===== src/rtl/i2c_pkg.sv =====
// Shared types and constants for the I2C target register-file block.
package i2c_pkg;

  typedef enum logic [3:0] {
    S_IDLE,
    S_ADDR,
    S_ADDR_ACK,
    S_PTR,
    S_PTR_ACK,
    S_WDATA,
    S_WDATA_ACK,
    S_RDATA,
    S_RDATA_ACK,
    S_IGNORE
  } i2c_state_e;

  localparam logic [6:0] I2C_GENCALL_ADDR = 7'h00;
  localparam logic [7:0] GENCALL_RESET    = 8'h06;

  localparam logic RW_WRITE = 1'b0;
  localparam logic RW_READ  = 1'b1;

endpackage


===== src/rtl/i2c_in_filter.sv =====
// Two-flop synchroniser plus glitch filter for one open-drain bus line.
// The filtered level moves only after FILT_LEN consecutive differing samples; rise/fall pulse with it.
module i2c_in_filter #(
  parameter int FILT_LEN = 3
) (
  input  logic clk,
  input  logic rst,
  input  logic raw,
  output logic level,
  output logic rise,
  output logic fall
);

  localparam int CW = $clog2(FILT_LEN + 1);
  localparam logic [CW-1:0] CNT_LOAD = CW'(FILT_LEN - 1);

  logic [1:0]    sync;
  logic [CW-1:0] cnt;

  always_ff @(posedge clk) begin
    if (rst) begin
      sync  <= 2'b11;
      level <= 1'b1;
      cnt   <= CNT_LOAD;
      rise  <= 1'b0;
      fall  <= 1'b0;
    end else begin
      sync <= {sync[0], raw};
      rise <= 1'b0;
      fall <= 1'b0;
      if (sync[1] == level) begin
        cnt <= CNT_LOAD;
      end else if (cnt == '0) begin
        level <= sync[1];
        rise  <= sync[1];
        fall  <= ~sync[1];
        cnt   <= CNT_LOAD;
      end else begin
        cnt <= cnt - CW'(1);
      end
    end
  end

endmodule


===== src/rtl/i2c_target_regfile.sv =====
// I2C target with an auto-incrementing register pointer and a byte-wide register-bank port.
// Build option I2C_GENERAL_CALL_EN: ACK general-call address 0x00 and its pointer-reset command 0x06.
//
// state       | meaning
// S_IDLE      | bus free, waiting for START
// S_ADDR      | shifting in address + R/W
// S_ADDR_ACK  | driving ACK for a matched address
// S_PTR       | shifting in register pointer (or general-call command)
// S_PTR_ACK   | driving ACK for the pointer byte
// S_WDATA     | shifting in a write data byte
// S_WDATA_ACK | driving ACK for write data, pointer advances after it
// S_RDATA     | driving a read data byte MSB first
// S_RDATA_ACK | released SDA, sampling controller ACK/NACK
// S_IGNORE    | not addressed or transfer aborted, wait for START/STOP
module i2c_target_regfile
  import i2c_pkg::*;
#(
  parameter logic [6:0] TARGET_ADDR = 7'h5A,
  parameter int         NUM_REGS    = 16,
  parameter int         PTR_W       = 4,
  parameter int         FILT_LEN    = 3
) (
  input  logic             clk,
  input  logic             rst,
  input  logic             scl_in,
  input  logic             sda_in,
  output logic             sda_oe,
  output logic [PTR_W-1:0] reg_addr,
  output logic [7:0]       reg_wdata,
  output logic             reg_we,
  input  logic [7:0]       reg_rdata,
  output logic             reg_re,
  output logic             busy
);

`ifdef I2C_GENERAL_CALL_EN
  localparam logic GC_EN = 1'b1;
`else
  localparam logic GC_EN = 1'b0;
`endif
  localparam logic [PTR_W-1:0] PTR_MAX = PTR_W'(NUM_REGS - 1);

  logic scl, sda, scl_rise, scl_fall, sda_rise, sda_fall;
  logic start_det, stop_det;

  i2c_in_filter #(.FILT_LEN(FILT_LEN)) u_scl_filt (
    .clk(clk), .rst(rst), .raw(scl_in), .level(scl), .rise(scl_rise), .fall(scl_fall)
  );
  i2c_in_filter #(.FILT_LEN(FILT_LEN)) u_sda_filt (
    .clk(clk), .rst(rst), .raw(sda_in), .level(sda), .rise(sda_rise), .fall(sda_fall)
  );

  assign start_det = sda_fall & scl;
  assign stop_det  = sda_rise & scl;

  i2c_state_e       state, state_nxt;
  logic [2:0]       bit_cnt, bit_cnt_nxt;
  logic [7:0]       shifter, shifter_nxt, byte_in, wdata_nxt;
  logic [PTR_W-1:0] ptr, ptr_nxt, ptr_inc;
  logic             sda_oe_nxt, busy_nxt, we_nxt, re_int;
  logic             rw, rw_nxt, gc, gc_nxt, acked, acked_nxt;

  assign byte_in  = {shifter[6:0], sda};
  assign ptr_inc  = (ptr == PTR_MAX) ? '0 : ptr + PTR_W'(1);
  assign reg_addr = ptr;
  assign reg_re   = re_int & ~rst;

  always_ff @(posedge clk) begin
    if (rst) begin
      state     <= S_IDLE;
      bit_cnt   <= '0;
      shifter   <= '0;
      ptr       <= '0;
      sda_oe    <= 1'b0;
      busy      <= 1'b0;
      reg_we    <= 1'b0;
      reg_wdata <= '0;
      rw        <= RW_WRITE;
      gc        <= 1'b0;
      acked     <= 1'b0;
    end else begin
      state     <= state_nxt;
      bit_cnt   <= bit_cnt_nxt;
      shifter   <= shifter_nxt;
      ptr       <= ptr_nxt;
      sda_oe    <= sda_oe_nxt;
      busy      <= busy_nxt;
      reg_we    <= we_nxt;
      reg_wdata <= wdata_nxt;
      rw        <= rw_nxt;
      gc        <= gc_nxt;
      acked     <= acked_nxt;
    end
  end

  always_comb begin
    state_nxt   = state;
    bit_cnt_nxt = bit_cnt;
    shifter_nxt = shifter;
    ptr_nxt     = ptr;
    sda_oe_nxt  = sda_oe;
    busy_nxt    = busy;
    we_nxt      = 1'b0;
    wdata_nxt   = reg_wdata;
    rw_nxt      = rw;
    gc_nxt      = gc;
    acked_nxt   = acked;
    re_int      = 1'b0;
    if (stop_det) begin
      state_nxt  = S_IDLE;
      sda_oe_nxt = 1'b0;
      busy_nxt   = 1'b0;
    end else if (start_det) begin
      state_nxt   = S_ADDR;
      bit_cnt_nxt = '0;
      sda_oe_nxt  = 1'b0;
    end else begin
      case (state)
        S_IDLE: ;
        S_ADDR:
          if (scl_rise) begin
            shifter_nxt = byte_in;
            bit_cnt_nxt = bit_cnt + 3'd1;
            if (bit_cnt == 3'd7) begin
              rw_nxt = byte_in[0];
              gc_nxt = 1'b0;
              if (byte_in[7:1] == TARGET_ADDR) begin
                state_nxt = S_ADDR_ACK;
                busy_nxt  = 1'b1;
              end else if (GC_EN && byte_in == {I2C_GENCALL_ADDR, RW_WRITE}) begin
                state_nxt = S_ADDR_ACK;
                gc_nxt    = 1'b1;
                busy_nxt  = 1'b0;
              end else begin
                state_nxt = S_IGNORE;
                busy_nxt  = 1'b0;
              end
            end
          end
        S_ADDR_ACK:
          if (scl_fall) begin
            sda_oe_nxt = 1'b1;
          end else if (scl_rise) begin
            bit_cnt_nxt = '0;
            if (rw == RW_READ) begin
              re_int      = 1'b1;
              shifter_nxt = reg_rdata;
              state_nxt   = S_RDATA;
            end else begin
              state_nxt = S_PTR;
            end
          end
        S_PTR:
          if (scl_fall) begin
            sda_oe_nxt = 1'b0;
          end else if (scl_rise) begin
            shifter_nxt = byte_in;
            bit_cnt_nxt = bit_cnt + 3'd1;
            if (bit_cnt == 3'd7) begin
              state_nxt = S_IGNORE;
              if (gc) begin
                if (byte_in == GENCALL_RESET) begin
                  ptr_nxt   = '0;
                  state_nxt = S_PTR_ACK;
                end
              end else if ({1'b0, byte_in} < 9'(NUM_REGS)) begin
                ptr_nxt   = byte_in[PTR_W-1:0];
                state_nxt = S_PTR_ACK;
              end
            end
          end
        S_PTR_ACK, S_WDATA_ACK:
          if (scl_fall) begin
            sda_oe_nxt = 1'b1;
          end else if (scl_rise) begin
            bit_cnt_nxt = '0;
            // a general-call command ends the transfer once acknowledged
            state_nxt   = (state == S_PTR_ACK && gc) ? S_IGNORE : S_WDATA;
            if (state == S_WDATA_ACK) ptr_nxt = ptr_inc;
          end
        S_WDATA:
          if (scl_fall) begin
            sda_oe_nxt = 1'b0;
          end else if (scl_rise) begin
            shifter_nxt = byte_in;
            bit_cnt_nxt = bit_cnt + 3'd1;
            if (bit_cnt == 3'd7) begin
              we_nxt    = 1'b1;
              wdata_nxt = byte_in;
              state_nxt = S_WDATA_ACK;
            end
          end
        S_RDATA:
          if (scl_fall) begin
            sda_oe_nxt  = ~shifter[7];
            shifter_nxt = {shifter[6:0], 1'b0};
          end else if (scl_rise) begin
            bit_cnt_nxt = bit_cnt + 3'd1;
            if (bit_cnt == 3'd7) begin
              state_nxt = S_RDATA_ACK;
              acked_nxt = 1'b0;
            end
          end
        S_RDATA_ACK:
          if (scl_fall) begin
            if (acked) begin
              // fetch the next byte and put its MSB on the bus in the same cycle
              re_int      = 1'b1;
              shifter_nxt = {reg_rdata[6:0], 1'b0};
              sda_oe_nxt  = ~reg_rdata[7];
              bit_cnt_nxt = '0;
              state_nxt   = S_RDATA;
            end else begin
              sda_oe_nxt = 1'b0;
            end
          end else if (scl_rise) begin
            if (!sda) begin
              acked_nxt = 1'b1;
              ptr_nxt   = ptr_inc;
            end else begin
              state_nxt = S_IGNORE;
            end
          end
        S_IGNORE:
          if (scl_fall) sda_oe_nxt = 1'b0;
        default: state_nxt = S_IDLE;
      endcase
    end
  end

endmodule


===== config.mk =====
export PLATFORM = sky130hd
export DESIGN_NAME = i2c_target_regfile
export DESIGN_NICKNAME = d
export VERILOG_FILES = /design/src/rtl/i2c_pkg.sv /design/src/rtl/i2c_in_filter.sv /design/src/rtl/i2c_target_regfile.sv
export SDC_FILE = /design/constraint.sdc
export NUM_CORES = 1
export LEC_CHECK = 0
export ABC_AREA = 0
export BUFFER_PORTS_ARGS = -buffer_cell sky130_fd_sc_hd__buf_4
export CORE_UTILIZATION = 40
export DETAILED_ROUTE_END_ITERATION = 7
export GPL_ROUTABILITY_DRIVEN = 0
export PLACE_DENSITY_LB_ADDON = 0.2
export RECOVER_POWER = 25
export SYNTH_ARGS = -nofsm -noshare
export SYNTH_HDL_FRONTEND = slang
export SYNTH_SLANG_ARGS = --single-unit

===== constraint.sdc =====
create_clock -name clk -period 2 [get_ports clk]
set_clock_uncertainty 0.15 [all_clocks]
set_input_delay 0.2 -clock clk [delete_from_list [all_inputs] [get_ports clk]]
set_output_delay 0.2 -clock clk [all_outputs]
set_load 0.02 [all_outputs]

Word level (Yosys, flattened, before mapping)
Cells that the tools add are included.
{ "op_classes": {"add_sub_neg": 4, "n_lt_le_gt_ge": 1, "n_eq_ne": 68, "n_mux": 76, "bitwise": 18, "n_reduce_logical": 33} }
{ "ops": {"columns": ["op", "n"], "rows": [
  ["$mux 4", 32],
  ["$mux 8", 8],
  ["$pmux 8 s5", 1],
  ["$ne 3x3->1 const B", 13],
  ["$reduce_and 19->1", 2],
  ["$ne 2x2->1 const B", 16],
  ["$pmux 4 s8", 1],
  ["$mux 3", 8],
  ["$ne 2x1->1 const B", 12],
  ["$reduce_or 3->1", 8],
  ["$mux 1", 21],
  ["$ne 3x2->1 const B", 7],
  ["$eq 4x3->1 const B", 4],
  ["$not 1->1", 15],
  ["$reduce_and 13->1", 1],
  ["$eq 4x4->1 const B", 3],
  ["$pmux 3 s4", 1],
  ["$pmux 4 s3", 1],
  ["$reduce_and 10->1", 1],
  ["$reduce_and 5->1", 2],
  ["$reduce_bool 5->1", 2],
  ["$ne 3x1->1 const B", 3],
  ["$reduce_and 9->1", 1],
  ["$eq 4x2->1 const B", 2],
  ["24 further kinds", 35]
]} }
{ "word_totals": {"reg_bits": 46, "output_inout_bits": 16, "elab_cells": 221} }

Depth between registers and ports, before layout
{ "depth": {"depth_word": 7, "ltp_mapped": 7, "mapped_depth_nobuf": 7} }

By module
From an unflattened synthesis, not the netlist that was laid out.
{ "unflattened": {"hier_cells": 296, "hier_area_um2": 2560.0} }
{ "modules_own_cells": {"columns": ["module", "n_inst", "cells_per_inst", "area_each_um2", "seq_area_each_um2"], "rows": [
  ["i2c_target_regfile", 1, 256, 2087.0, 640.6],
  ["i2c_in_filter", 2, 20, 236.5, 140.1]
]} }

Least setup slack after synthesis
Ideal clock, no wire load.
{ "synth_timing": {"path_kind": "register to register", "start": "reg state[0]", "end": "reg ptr[3] (netlist: reg_addr[3])", "arrival_ns": 1.598, "required_time_ns": 1.717, "slack_ns": 0.119, "stages_incl_launch_ff": 7, "path_cell_list": "dfxtp_1 buf_6 or4b_4 and2_4 and2_1 o31ai_1 a21oi_1"} }
{ "synth_between": {"elab_chain_cells": 4, "word_cells_on_any_way": 18, "classes_between": "14 x eq/ne; 1 x mux; 3 x reduce/logical"} }
{ "synth_lines": {"columns": ["item", "line", "text"], "rows": [
  ["from (decl)", "i2c_target_regfile.sv:56", "i2c_state_e state, state_nxt;"],
  ["from (signal assigned)", "i2c_target_regfile.sv:82", "state <= state_nxt;"],
  ["$eq 4x3->1, on equally long branches", "i2c_target_regfile.sv:118, i2c_target_regfile.sv:179", null],
  ["$reduce_or 2->1", "i2c_target_regfile.sv:118", "case (state)"],
  ["$ne 2x2->1 (no source line), or another cell as far along", null, null],
  ["$reduce_and 13->1 (no source line)", null, null],
  ["to (signal assigned)", "i2c_target_regfile.sv:85", "ptr <= ptr_nxt;"],
  ["to (decl)", "i2c_target_regfile.sv:59", "logic [PTR_W-1:0] ptr, ptr_nxt, ptr_inc;"]
]} }
Parallel ways exist; a longest one is shown, timed or not.
A chain may end at the register's enable or synchronous reset.

Worst setup path in the final report
{ "layout_timing": {"start": "reg state[2]", "end": "reg ptr[3] (netlist: reg_addr[3])"} }
Same word-level chain as after synthesis.

==> results.md <==
- Outcome: complete, but fails checks
- Violations in the final reports: setup timing
- Routed vias: 2415
- Later-pin clock latency in the skew report: 0.30 ns
- Slew Viols, Final: 0
- Most common library cell in the layout ignoring fill and taps: sky130_fd_sc_hd__buf_4
- First-pass DRT Iterations: 4
- Pin count of the biggest net entering global routing: 37
- Crit path capture: reg_addr[3]
- Critical path arrival: 2.03 ns
- Post-synth EDFFs: 0
- Root cell of the clock tree: sky130_fd_sc_hd__clkbuf_8
- Required time of the critical path: 2.02 ns
- Main flop type after synthesis: sky130_fd_sc_hd__dfxtp_1
- Minimum setup slack in the final design: -0.01113 ns
- Die height: 82.37 um
- Initial antenna violation count: 0
- Remaining global-route overflow: 0
- Tightest hold margin: 0.06305 ns
- Max cap viols: 0
- Largest fanout of any net on the critical path: 6
- Total Neg Setup Slack: -0.01113 ns
- HPWL after detailed placement: 4731 um
- Quantity of I/O buffers inserted on ports: 27
- CTS Buffer Depth: 2
- Number of levels in the clock H-tree: 2
- Synthesized net count: 325
- Max Freq: 497.2 MHz
- RSZ-0062 raised after global routing: true
- Worst hold path cell count: 3
- Final hold vios: 0
- Power consumption: 1.676 mW
- Number of cells produced by synthesis: 308
- Clock-pin slew of the registers on the worst-case setup and hold paths: 0.09 ns
- Fraction of layout cells with a size suffix above 1: 0.2981
- Worst Tran Pin Value: 0.4444 ns
- GRT Total Usage: 0.2036
- Worst relative slew slack: 0.7038
- Detailed-route vias per instance: 5.565
- Non-Filler Cell Area, Final: 0.003366 mm2
- Die outline width: 82.37 um
- Nets: 375
- Antenna Nets Post-Route: 0
- Critical path start-end classification: reg2reg
- Post-synth design cell area: 0.002584 mm2
- Die ar.: 0.006785 mm2
- Sequential-to-total area share from yosys stat: 0.3564
- Area overhead of the layout relative to synthesis: 30.27%
- Register bit total from synthesis: 46
- Fraction of synthesis flops using an asynchronous set or reset pin: 0
- Avg WL per Cell: 15.51 um
- Post-synthesis cell type count: 62
- Std-Cell Core Area: 0.006061 mm2
- Core utilization of the finished layout: 0.5553
- Synth Area per Inst: 8.389 um2
- Worst Setup Start Kind: register
- Setup violation total in the final timing report: 1
- Areal power density over the cells: 497.8 mW/mm2
- Path category of the worst min-delay check: in2reg
- Fill cell total of the finished layout: 568
- Number of top-level pins: 28
- DRC marker count from the first detailed-route iteration: 187
- Leakage power of the design: 1.334 nW
- Drc violations: 0
- Most frequent cells in the layout: sky130_fd_sc_hd__buf_4, sky130_fd_sc_hd__dfxtp_1, sky130_fd_sc_hd__nor2_1, sky130_fd_sc_hd__nand2_1, sky130_fd_sc_hd__a21oi_1
- Placement Rows: 28
- Via count of the first global-routing pass: 2267
- CTS tree: built
- R2r startpoint: state[2]
- Critical Path Source: state[2]
- Number of clock buffers inserted by TritonCTS: 5
- Total Routed Length: 6731 um
- Num Clock Sinks: 46
- Wire length of the first global-routing pass: 10550 um
- Worst IR drop on VDD: 0.0002529 V
- Part of the cycle the worst path needs: 1.006
- Placement-stage cell area: 0.003042 mm2
- Post-layout minimum cycle time: 2.011 ns
- Number of synthesis warnings: 0
- Antenna diode count: 0
- Worst R2R Path Depth: 6
- Critical R2R Capture: reg_addr[3]
- Minimum setup slack among reg-to-reg paths: -0.01 ns
- Starting density of the core: 0.4263
- Worst setup EP type: register
## layout make-up
cell class / instances / area [um2] / area share
flip-flops and latches: 46 / 932.1 / 0.2770
repair buffers: 63 / 510.5 / 0.1517
clock buffers: 6 / 72.57 / 0.02156
clock inverters: 2 / 37.54 / 0.01115
well taps: 75 / 93.84 / 0.02788
inverters: 15 / 56.30 / 0.01673
multi-input cells: 227 / 1663 / 0.4941
## cells in the mapped netlist (6+ instances only)
| master | count | area, um2 |
|---|---|---|
| sky130_fd_sc_hd__nor2_1 | 26 | 97.59 |
| sky130_fd_sc_hd__buf_2 | 10 | 50.05 |
| sky130_fd_sc_hd__clkbuf_1 | 8 | 30.03 |
| sky130_fd_sc_hd__nor3_1 | 8 | 40.04 |
| sky130_fd_sc_hd__nand3_1 | 9 | 45.04 |
| sky130_fd_sc_hd__o21ai_0 | 8 | 40.04 |
| sky130_fd_sc_hd__a221oi_1 | 7 | 61.31 |
| sky130_fd_sc_hd__a21oi_1 | 22 | 110.1 |
| sky130_fd_sc_hd__inv_1 | 15 | 56.30 |
| sky130_fd_sc_hd__nand2_1 | 22 | 82.58 |
| sky130_fd_sc_hd__a211oi_1 | 8 | 60.06 |
| sky130_fd_sc_hd__mux2i_1 | 17 | 170.2 |
| sky130_fd_sc_hd__dfxtp_1 | 46 | 920.9 |
| sky130_fd_sc_hd__nor2b_1 | 6 | 37.54 |
## report_power, final
part / total, mW / internal, mW / switching, mW
combinational: 0.0633 / 0.0302 / 0.0332
sequential: 0.923 / 0.919 / 0.00367
clock: 0.690 / 0.373 / 0.317
total: 1.68 / 1.32 / 0.353
## flip-flops by register name (all words and copies together), names as in the netlist, 2 cells and up
signal           flops
shifter              8
u_sda_filt.sync      2
u_sda_filt.cnt       2
reg_wdata            8
u_scl_filt.cnt       2
u_scl_filt.sync      2
state                4
reg_addr             4
bit_cnt              3
## per-stage QoR
stage / std cells / setup WS, ns
2_1_floorplan: 308 / 0.1191
3_3_place_gp: 420 / -0.01430
3_5_place_dp: 420 / -0.04205
4_1_cts: 432 / 0.004581
5_1_grt: 434 / -0.05324
6_report: 434 / -0.01113
## worst max-delay path: stages (launching register included)
cell and delay, ns:
sky130_fd_sc_hd__dfxtp_4 0.38, sky130_fd_sc_hd__buf_6 0.12, sky130_fd_sc_hd__or4b_4 0.59, sky130_fd_sc_hd__and2_4 0.20
sky130_fd_sc_hd__and2_4 0.15, sky130_fd_sc_hd__o31ai_4 0.21, sky130_fd_sc_hd__a21oi_1 0.09
## timing repair
action	in CTS	in global routing
hold buffers	2	0
pin swaps	0	10
endpoints found under the hold margin	2	0
buffers inserted	2	2
setup endpoints to repair	12	20
resized for setup	6	29
## metal layers
metal,global-route usage,vias up,share of wire
met5,0,-,0
met4,0.06667,0,0.015
met3,0.03516,9,0.034
met2,0.3273,48,0.47
met1,0.2748,1135,0.48
li1,-,1223,-
## cells by family (layout without fill, tap and decap cells)
group	after synthesis	in the layout	synth area share
and+or+nand+nor	121	121	0.2634
buffers and inverters	35	86	0.05859
adders and majority gates	5	5	0.02421
muxes	17	17	0.06586
DFF	46	46	0.3564
xor gates and xnor gates	3	3	0.01017
AOI/OAI and AO/OA	81	81	0.2213
## worst min-delay path by stage
stage | start | end | slack (ns)
2_1_floorplan | scl_in | u_scl_filt.sync[0] | 0.15
3_3_place_gp | scl_in | u_scl_filt.sync[0] | 0.24
3_5_place_dp | sda_in | u_sda_filt.sync[0] | 0.24
4_1_cts | reg_rdata[0] | shifter[0] | 0.05
5_1_grt | reg_rdata[0] | shifter[0] | 0.06
6_report | reg_rdata[0] | shifter[0] | 0.06
(Power assumes the default switching activity.)
